## src/rtl/musa_if_pkg.sv

```systemverilog
// MUSA IF-stage shared constants and PC sequencer state encoding.
// Latency: n/a (declarations only).  Backpressure: n/a.
package musa_if_pkg;

    localparam int MUSA_AW           = 32;
    localparam int MUSA_DW           = 32;
    localparam int MUSA_RESET_VECTOR = 0;
    localparam int MUSA_TRAP_VECTOR  = 1;

    typedef enum logic [1:0] {
        ST_IDLE   = 2'd0,
        ST_REQ    = 2'd1,
        ST_KILL   = 2'd2,
        ST_HALTED = 2'd3
    } pc_state_e;

endpackage

```

## src/rtl/pc_incr.sv

```systemverilog
// Word-address incrementer feeding the link value and the sequential PC update.
// Latency: combinational.  Backpressure: none; wraps silently at 2^AW-1.
module pc_incr #(
    parameter int AW = 32
) (
    input  logic [AW-1:0] pc_in,
    output logic [AW-1:0] pc_inc
);

    assign pc_inc = pc_in + {{(AW-1){1'b0}}, 1'b1};

endmodule

```

## src/rtl/pc_sequencer.sv

```systemverilog
// IF-stage PC owner: issues req/ack fetches, sequences redirect/halt, feeds IF/ID via a 1-entry skid.
// Latency: 1 cycle imemAck -> instValid.  Backpressure: stall holds output, parks one instr in skid, gates new requests.
// Optional trap entry (trapReq/epc) is built only when MUSA_PC_TRAP_EN is defined.
module pc_sequencer
    import musa_if_pkg::*;
#(
    parameter int            AW           = MUSA_AW,
    parameter int            DW           = MUSA_DW,
    parameter logic [AW-1:0] RESET_VECTOR = AW'(MUSA_RESET_VECTOR)
`ifdef MUSA_PC_TRAP_EN
    ,
    parameter logic [AW-1:0] TRAP_VECTOR  = AW'(MUSA_TRAP_VECTOR)
`endif
) (
    input  logic          clk,
    input  logic          rst,
    input  logic          stall,
    input  logic          halt,
    input  logic          redirectValid,
    input  logic [AW-1:0] redirectTarget,
    output logic          imemReq,
    output logic [AW-1:0] imemAddr,
    input  logic          imemAck,
    input  logic [DW-1:0] imemData,
    output logic          instValid,
    output logic [DW-1:0] instOut,
    output logic [AW-1:0] instPc,
    output logic [AW-1:0] pcNext
`ifdef MUSA_PC_TRAP_EN
    ,
    input  logic          trapReq,
    output logic [AW-1:0] epc
`endif
);

    pc_state_e     state_q, state_d;
    logic [AW-1:0] pc_q, pc_d;
    logic [AW-1:0] addr_q, addr_d;
    logic [AW-1:0] pc_inc;

    logic          out_vld_q, out_vld_d;
    logic [DW-1:0] out_dat_q, out_dat_d;
    logic [AW-1:0] out_pc_q, out_pc_d;
    logic          skid_vld_q, skid_vld_d;
    logic [DW-1:0] skid_dat_q, skid_dat_d;
    logic [AW-1:0] skid_pc_q, skid_pc_d;

    logic          redir_vld;
    logic [AW-1:0] redir_tgt;
    logic          req_acked;

    pc_incr #(.AW(AW)) u_pc_incr (
        .pc_in  (pc_q),
        .pc_inc (pc_inc)
    );

`ifdef MUSA_PC_TRAP_EN
    logic [AW-1:0] epc_q, epc_d;

    // A trap is just a redirect to the trap vector that also captures the faulting PC.
    assign redir_vld = trapReq | redirectValid;
    assign redir_tgt = trapReq ? TRAP_VECTOR : redirectTarget;

    always_comb begin
        epc_d = epc_q;
        if (trapReq) begin
            epc_d = out_vld_q ? out_pc_q : pc_q;
        end
    end

    always_ff @(posedge clk) begin
        if (rst) begin
            epc_q <= '0;
        end else begin
            epc_q <= epc_d;
        end
    end

    assign epc = epc_q;
`else
    assign redir_vld = redirectValid;
    assign redir_tgt = redirectTarget;
`endif

    // A full skid means the instruction has nowhere to land, so no request goes out.
    assign imemReq   = (state_q == ST_KILL) || ((state_q == ST_REQ) && !skid_vld_q);
    assign imemAddr  = addr_q;
    assign req_acked = imemReq && imemAck;
    assign pcNext    = pc_inc;
    assign instValid = out_vld_q;
    assign instOut   = out_dat_q;
    assign instPc    = out_pc_q;

    always_comb begin
        state_d = state_q;
        pc_d    = pc_q;
        case (state_q)
            ST_IDLE:   state_d = halt ? ST_HALTED : ST_REQ;
            ST_REQ: begin
                if (req_acked) begin
                    pc_d = pc_inc;
                    if (halt) begin
                        state_d = ST_HALTED;
                    end
                end else if (!imemReq && halt) begin
                    state_d = ST_HALTED;
                end
            end
            ST_KILL: begin
                if (imemAck) begin
                    state_d = ST_REQ;
                end
            end
            ST_HALTED: state_d = ST_HALTED;
            default:   state_d = ST_IDLE;
        endcase
        if (redir_vld) begin
            pc_d    = redir_tgt;
            state_d = (imemReq && !imemAck) ? ST_KILL : ST_REQ;
        end
        // The wrong-path request keeps its address until memory retires it.
        addr_d = (state_d == ST_KILL) ? addr_q : pc_d;
    end

    always_comb begin
        out_vld_d  = out_vld_q;
        out_dat_d  = out_dat_q;
        out_pc_d   = out_pc_q;
        skid_vld_d = skid_vld_q;
        skid_dat_d = skid_dat_q;
        skid_pc_d  = skid_pc_q;
        if (redir_vld) begin
            out_vld_d  = 1'b0;
            skid_vld_d = 1'b0;
        end else if (skid_vld_q) begin
            if (!stall) begin
                out_vld_d  = 1'b1;
                out_dat_d  = skid_dat_q;
                out_pc_d   = skid_pc_q;
                skid_vld_d = 1'b0;
            end
        end else if (req_acked && (state_q == ST_REQ)) begin
            if (!out_vld_q || !stall) begin
                out_vld_d = 1'b1;
                out_dat_d = imemData;
                out_pc_d  = addr_q;
            end else begin
                skid_vld_d = 1'b1;
                skid_dat_d = imemData;
                skid_pc_d  = addr_q;
            end
        end else if (!stall) begin
            out_vld_d = 1'b0;
        end
    end

    always_ff @(posedge clk) begin
        if (rst) begin
            state_q    <= ST_IDLE;
            pc_q       <= RESET_VECTOR;
            addr_q     <= RESET_VECTOR;
            out_vld_q  <= 1'b0;
            out_dat_q  <= '0;
            out_pc_q   <= '0;
            skid_vld_q <= 1'b0;
            skid_dat_q <= '0;
            skid_pc_q  <= '0;
        end else begin
            state_q    <= state_d;
            pc_q       <= pc_d;
            addr_q     <= addr_d;
            out_vld_q  <= out_vld_d;
            out_dat_q  <= out_dat_d;
            out_pc_q   <= out_pc_d;
            skid_vld_q <= skid_vld_d;
            skid_dat_q <= skid_dat_d;
            skid_pc_q  <= skid_pc_d;
        end
    end

endmodule

```

## config.mk

```make
export PLATFORM = sky130hd
export DESIGN_NAME = pc_sequencer
export DESIGN_NICKNAME = d
export VERILOG_FILES = /design/src/rtl/musa_if_pkg.sv /design/src/rtl/pc_incr.sv /design/src/rtl/pc_sequencer.sv
export SDC_FILE = /design/constraint.sdc
export NUM_CORES = 1
export LEC_CHECK = 0
export BUFFER_PORTS_ARGS = -buffer_cell sky130_fd_sc_hd__buf_4
export CAP_MARGIN = 20
export CORE_MARGIN = 2
export CORE_UTILIZATION = 45
export DETAILED_ROUTE_END_ITERATION = 16
export PLACE_DENSITY = 0.65
export REMOVE_ABC_BUFFERS = 1
export SYNTH_ARGS = -nofsm -noshare
export SYNTH_HDL_FRONTEND = slang
export SYNTH_SLANG_ARGS = --single-unit
```

## constraint.sdc

```tcl
create_clock -name clk -period 4.89 [get_ports clk]
set_input_delay 0.489 -clock clk [delete_from_list [all_inputs] [get_ports clk]]
set_output_delay 0.489 -clock clk [all_outputs]
set_load 0.05 [all_outputs]
```

---- Yosys cells after proc, flatten, opt, wreduce, memory -nomap -nowiden ----
Cells that the tools add are included.
storage, ports and cells
  register bits after elaboration ......... 196
  input bits .............................. 70
  logic and storage cells ................. 67
cells by class
  $add $sub $neg .......................... 1
  equal/unequal tests ..................... 7
  muxes and demuxes ....................... 28
  bitwise operators ....................... 3
  reduce and logical (&&, ||, !) cells .... 19
operators by type and width
  operator                                                               number
  32-bit 2-to-1 mux                                                      11
  32-bit by 1-bit adder with 32-bit output, second input constant        1
  2-bit 2-to-1 mux                                                       7
  1-bit 2-to-1 mux                                                       9
  2-bit case mux with 4 select lines                                     1
  4-bit AND reduction                                                    2
  2-bit equality test, second input constant                             3
  1-bit logical AND                                                      5
  1-bit zero test                                                        5
  2-bit nonzero test                                                     2
  3-bit by 2-bit != test with 1-bit output, second input constant        1
  1-bit NOT                                                              3
  3-bit AND reduction                                                    1
  2-bit by 1-bit equality test with 1-bit output, second input constant  1
  2-bit zero test                                                        1
  1-bit logical OR                                                       2
  2-bit by 1-bit != test with 1-bit output, second input constant        1
  2-bit != test, second input constant                                   1
  2-bit OR reduction                                                     1

---- Logic depth before layout (Yosys ltp) ----
Gate-level depths: netlist of run 1.
  depth after elaboration ................. 10
  gate-level depth with buffers ........... 9

---- By module ----
From an unflattened synthesis of run 1, not the netlist that was laid out.
second synthesis, totals
  cell total of the unflattened synthesis .. 871
  area total of the unflattened synthesis .. 8245.4 sq um
by module, submodules not included
  module        times used  cells an instance  area each (sq um)  sequential area each (sq um)
  pc_sequencer  1           775                7561.0             3923.8
  pc_incr       1           96                 684.4              0.0

---- Worst setup path after synthesis of run 1 ----
OpenSTA, ideal clock, no wires.
  kind .................................... register -> output
  from .................................... register pc_q[7]
  to ...................................... output port pcNext[31]
  data arrival time ....................... 2441 ps
  required time ........................... 4401 ps
  slack ................................... 1960 ps
  cell stages (with the launch flop) ...... 7
  path buffers ............................ 1
  path through ............................ dfxtp_1 > nand4_2 > nor4_2 > and4b_1 > buf_6 > nand3_1 > xnor2_1
between the ends
  cells in the longest elaborated chain, start to end .. 1
ends and longest elaborated chain
  element                                   RTL line             RTL
  start: declaration                        pc_sequencer.sv:37   logic [AW-1:0] pc_q, pc_d;
  start signal: assignment                  pc_sequencer.sv:170  pc_q <= pc_d;
  32-bit by 1-bit adder with 32-bit output  pc_incr.sv:10        assign pc_inc = pc_in + {{(AW-1){1'b0}}, 1'b1};
  end: declaration                          pc_sequencer.sv:28   output logic [AW-1:0] pcNext
No other way between the ends.

---- Worst setup path in the final report of run 1 ----
Same ends and word-level chain as after synthesis.

==> results.ini, run 1 <==
[power_and_ir_drop]
power_mw = 3.713
power_density_mw_per_mm2 = 343.1
p_leak_nw = 4.031
max-vdd-ir-drop_uv = 248.6

[floorplan]
die_x_um = 142.6
num_rows = 50
die-area_mm2 = 0.02034
io_pins = 200
start_util = 0.4607
die_h_um = 142.6
core_area_mm2 = 0.01877

[worst_setup_path]
path_max_fanout = 8
worstSetupPathType = reg2out
required_ps = 4400
rr_startpoint = skid_vld_q$_SDFF_PP0_
r2r_cells = 6
timing.rr.end = instOut[4]$_SDFFE_PP0P_
r2r_slack_ps = 1930
cp-start-kind = register
arrival_ps = 2960
worst_setup_path_end_kind = output port

[clocking]
cts-resized-gates = 0
clock_latency_ps = 430
cts.sinks = 196
hold_buffers = 0
clk_path_buf_depth = 2
cts_made_buffers = 17
cts_root_buf = clkbuf_16
htreeDepth = 4
tritoncts = built
cts_setup_buffers = 0
path_clk_slew_ps = 70

[worst_hold_path]
hp-class = in2reg
min_path_cells = 3
holdPathEnd = pc_q[7]$_SDFF_PP0_
worstHoldStart = redirectTarget[7]

[yosys]
syn_inst = 1017
synth_top_cell_area_share = 0.4538
ys.flop_type = dfxtp_1
synth_most_common_cell = dfxtp_1
synth_edf_count = 0
ys_ff_latch = 196
syn_area_per_cell_um2 = 8.503
syn-cell-area_mm2 = 0.008647
yosys_warnings = 0
ys_async_sr_fraction = 0
yosysUniqueCellTypes = 48
synth_top_area_cell = dfxtp_1
ys_top_cells_by_area = dfxtp_1 (45%), mux2i_1 (8.2%), nand2_1 (7.0%)
synth_common_cells = dfxtp_1 (196), nand2_1 (162), nor2_1 (132), a21oi_1 (82), mux2i_1 (71)
yosysSeqAreaShare = 0.4538

[run_status]
outcome = completed

[sta]
fin_ws_ps = 1442
setup_viol = 0
slew_violations = 0
fmax_ghz = 0.2900
worst_pin_slew_ps = 1031
hold_viol = 0
max_slew_margin = 0.3102
grt_setup_unrepaired = false
worst_clock_skew_ps = 15.36
period_share = 0.7052
fin_crit_ps = 3448

[routing]
drc_errors = 0
dr.pass1.iters = 7
antenna_left = 0
routed_wl_um = 22330
drt_iter0_drc = 328
vias_per_cell = 5.320
wl_per_cell_um = 15.83
vias = 7501

[place]
gp_congestion = 0.8266
placed_cell_area_mm2 = 0.01025
dpl_worst_slack_ps = 1874
io_buffers = 199
dp_hpwl_um = 15110
dp.cells = 1378

[grt]
antenna_found_initial = 0
grt_overflow_total = 0
grtUsageMet1 = 0.3031
grt_pass1_wl_um = 35650
grt_pass1_vias = 6826
grt_start_max_net_pins = 82
grt_usage = 0.2201
busiest_layer = met2
grt_use_met2 = 0.3535
grtUsageMet3 = 0.05097

[final_layout]
drive_gt1_frac = 0.2296
diodes = 0
area_growth_pct = 25.16
instances_no_fill = 1410
final_area_mm2 = 0.01082
final_nets = 1235

[flow_run]
timing.max_cap.violations = 0

## cell families (layout without fill, tap and decap cells)
family,Yosys count,after routing,share of synthesized area
simple gates,412,412,0.2153
mux,71,71,0.08219
xor+xnor,59,59,0.06063
buf+inv,89,248,0.04355
fa+ha+maj,1,1,0.001447
flops,196,196,0.4538
compound gates,189,189,0.1431
## area by class of cell
class | count | area [um2]
Clock inverter | 11 | 95.09
Fill cell | 1758 | 7945
Inverter | 5 | 18.77
Clock buffer | 20 | 466.7
Tap cell | 234 | 292.8
Multi-Input combinational cell | 732 | 4394
Sequential cell | 196 | 3928
Timing Repair Buffer | 212 | 1628
## layer usage
| metal | vias up | part of all wire |
|---|---|---|
| met3 | 15 | 0.061 |
| li1 | 3804 | - |
| met2 | 188 | 0.45 |
| met5 | - | 0 |
| met4 | 0 | 0.0074 |
| met1 | 3494 | 0.48 |
## worst max-delay path by stage
stage,startpoint,endpoint,cells after the start
final,pc_q[7]$_SDFF_PP0_,pcNext[31],6
after global routing,pc_q[7]$_SDFF_PP0_,pcNext[23],7
after CTS,pc_q[7]$_SDFF_PP0_,pcNext[31],6
after detailed placement,pc_q[7]$_SDFF_PP0_,pcNext[31],6
after global placement,pc_q[7]$_SDFF_PP0_,pcNext[31],6
after floorplan,skid_vld_q$_SDFF_PP0_,instOut[0]$_SDFFE_PP0P_,4
## critical path, stage by stage (launching register included)
cell and delay (ps):
dfxtp_1 470, nand4_2 210, nor4_2 740, and4b_1 490, nand3_1 130, xnor2_1 240
buf_4 250
## stage by stage
| step | hold WS, ps | utilization | TNS, ps |
|---|---|---|---|
| after global placement | 440.9 | 0.5459 | 0 |
| after detailed placement | 446.5 | 0.5459 | 0 |
| after floorplan | 430.0 | - | -189040 |
| final | 308.3 | 0.5767 | 0 |
| after global routing | 302.2 | 0.5767 | 0 |
| after CTS | 293.1 | 0.5759 | 0 |
## flip-flops by register name, indices dropped and copies added (netlist names)
register	count
skid_dat_q	32
instPc	32
instValid	1
instOut	32
skid_vld_q	1
pc_q	32
skid_pc_q	32
imemAddr	32
state_q	2
## placed cells by master, fill, tap and decap left out, drive strengths merged, types with 2 or more instances in the layout
master	Yosys	layout
o41ai	12	12
nor2	132	132
a21oi	82	82
and4	4	4
or4	2	2
inv	4	8
nor4	9	9
o21ai	18	18
xor2	21	21
a211oi	67	67
nand2b	2	2
xnor2	38	38
clkbuf	62	20
nand2	163	163
o21a	2	2
clkinvlp	0	5
dfxtp	196	196
mux2i	71	71
nand4	14	14
nand3	43	43
and3	4	4
buf	22	212
o31ai	4	4
and2	10	10
clkinv	1	3
nor3	24	24
## power by group
part / switching, mW / total, mW / internal (mW)
logic: 0.433 / 0.646 / 0.212
clock network: 0.631 / 1.33 / 0.701
registers: 0.0709 / 1.74 / 1.66
(Power assumes the default switching activity.)
==> inputs of run 2 (changes only) <==
PLACE_DENSITY = 0.67   (was 0.65)
clock period = 2.8 ns   (was 4.89 ns; I/O delays follow)
==> run 2 against run 1 <==
- critical path depth unchanged
- register-to-register slack lost 1400 ps
- setup slack got worse by 1400 ps
- via count increased by 0.55%
- first-iteration DRC count rose by 27%
==> results.ini, run 2 (same netlist as run 1, synthesis figures left out) <==
[sta]
fmax_ghz = 0.3653
max_slew_margin = 0.3591
worst_clock_skew_ps = 10.04
period_share = 0.9777
grt_setup_unrepaired = true
setup_viol = 0
slew_violations = 0
worst_pin_slew_ps = 961.3
fin_ws_ps = 62.41
fin_crit_ps = 2738
hold_viol = 0

[place]
gp_congestion = 0.8335
io_buffers = 199
dp_hpwl_um = 15380
dpl_worst_slack_ps = 388.0

[final_layout]
final_common_cell = buf_4
area_growth_pct = 26.58
final_cell_mix = buf_4 (216), dfxtp_1 (190), nand2_1 (162)
num-fill-cells = 1736
utilization = 0.5832
multi_input_area_mm2 = 0.004443
regArea_mm2 = 0.003936
diodes = 0
drive_gt1_frac = 0.2432
final_nets = 1242

[clocking]
cts_root_buf = clkbuf_16
htreeDepth = 4
cts_setup_buffers = 0
clk_path_buf_depth = 2
cts_made_buffers = 17
cts.sinks = 196
path_clk_slew_ps = 80
tritoncts = built
clock_latency_ps = 430

[floorplan]
die-area_mm2 = 0.02034
start_util = 0.4607
io_pins = 200
die_h_um = 142.6
core_area_mm2 = 0.01877
num_rows = 50
die_x_um = 142.6

[worst_setup_path]
path_max_fanout = 7
cp-start-kind = register
cp_top_family = simple AND/OR/NAND/NOR gates
worst_setup_path_end_kind = output port
cp_num_buf_inv = 1
r2r_slack_ps = 530
worstSetupPathType = reg2out
cp_cell_sequence = ha_4 > nand4_4 > or4_4 > nor2_1 > xor2_1 > buf_4
max_stage_delay_ps = 520
crit_start = pc_q[0]$_SDFF_PP0_
arrival_ps = 2460
required_ps = 2520
rr_startpoint = skid_vld_q$_SDFF_PP0_
slowest_stage = or4_4

[flow_run]
timing.max_cap.violations = 0

[power_and_ir_drop]
power_density_mw_per_mm2 = 600.0
max-vdd-ir-drop_uv = 432.8
p_leak_nw = 4.106

[grt]
grt_pass1_wl_um = 35990
grt_pass1_vias = 6927
antenna_found_initial = 0
grt_usage = 0.2223
grt_start_max_net_pins = 121
grt_overflow_total = 0

[worst_hold_path]
hp-class = in2reg
worstHoldStart = imemData[21]

[routing]
vias_per_cell = 5.319
wl_per_cell_um = 16.16
routed_wl_um = 22920
vias = 7542
drt_iter0_drc = 418
antenna_left = 0
drc_errors = 0
dr.pass1.iters = 8

[run_status]
outcome = completed

-- run 2: area by class of cell --
class | instances | share of cell area
multi-input combinational | 732 | 0.4059
clock buffer | 18 | 0.04012
tap | 234 | 0.02675
sequential | 196 | 0.3596
timing repair buffer | 219 | 0.1528
clock inverter | 14 | 0.01303
inverter | 5 | 0.001715
-- run 2: path summary, 6_finish.rpt --
check                                              endpoint  cells past startpoint
worst min-delay path            skid_dat_q[21]$_SDFFE_PP0P_                      3
worst max-delay path                             pcNext[16]                      6
worst min register to register   skid_pc_q[26]$_SDFFE_PP0P_                      2
worst max register to register      instPc[29]$_SDFFE_PP0P_                      6
-- run 2: power breakdown --
part / leakage [nW] / internal [mW] / total, mW / switching (mW)
Combinational: 2.22 / 0.379 / 1.14 / 0.762
Clock: 0.284 / 1.21 / 2.39 / 1.18
Sequential: 1.60 / 2.91 / 3.03 / 0.125
Total: 4.11 / 4.50 / 6.57 / 2.07
-- run 2: routing by layer --
layer,global-route usage,wire length (um),up-vias
met2,0.3530,10470,207
met1,0.3055,10700,3492
met3,0.04661,1471,20
li1,-,-,3823
met5,0,0,-
met4,0.06514,280,0
-- run 2: worst min-delay path, cell delays in order --
cell and delay (ps):
buf_4 110, nand2_1 50, a21oi_1 50
-- run 2: timing repair --
action                                  CTS  global route
gates resized for setup                   2            13
pin swaps                                 1             0
endpoints found under the setup margin    3            11
hold buffers                              0             0
-- run 2: stage by stage --
| step | hold slack (ps) | setup TNS, ps | area (um2) | power, mW | std cells |
|---|---|---|---|---|---|
| global placement | 440.9 | 0 | 10310 | 4.229 | 1386 |
| finish | 94.43 | 0 | 10950 | 6.567 | 1418 |
| CTS | 75.77 | 0 | 10890 | 6.633 | 1418 |
| detailed placement | 446.3 | 0 | 10310 | 4.236 | 1386 |
| floorplan | 349.1 | -536910 | 8289 | 3.789 | 933 |
| global route | 74.21 | -7.041 | 10950 | 6.832 | 1418 |
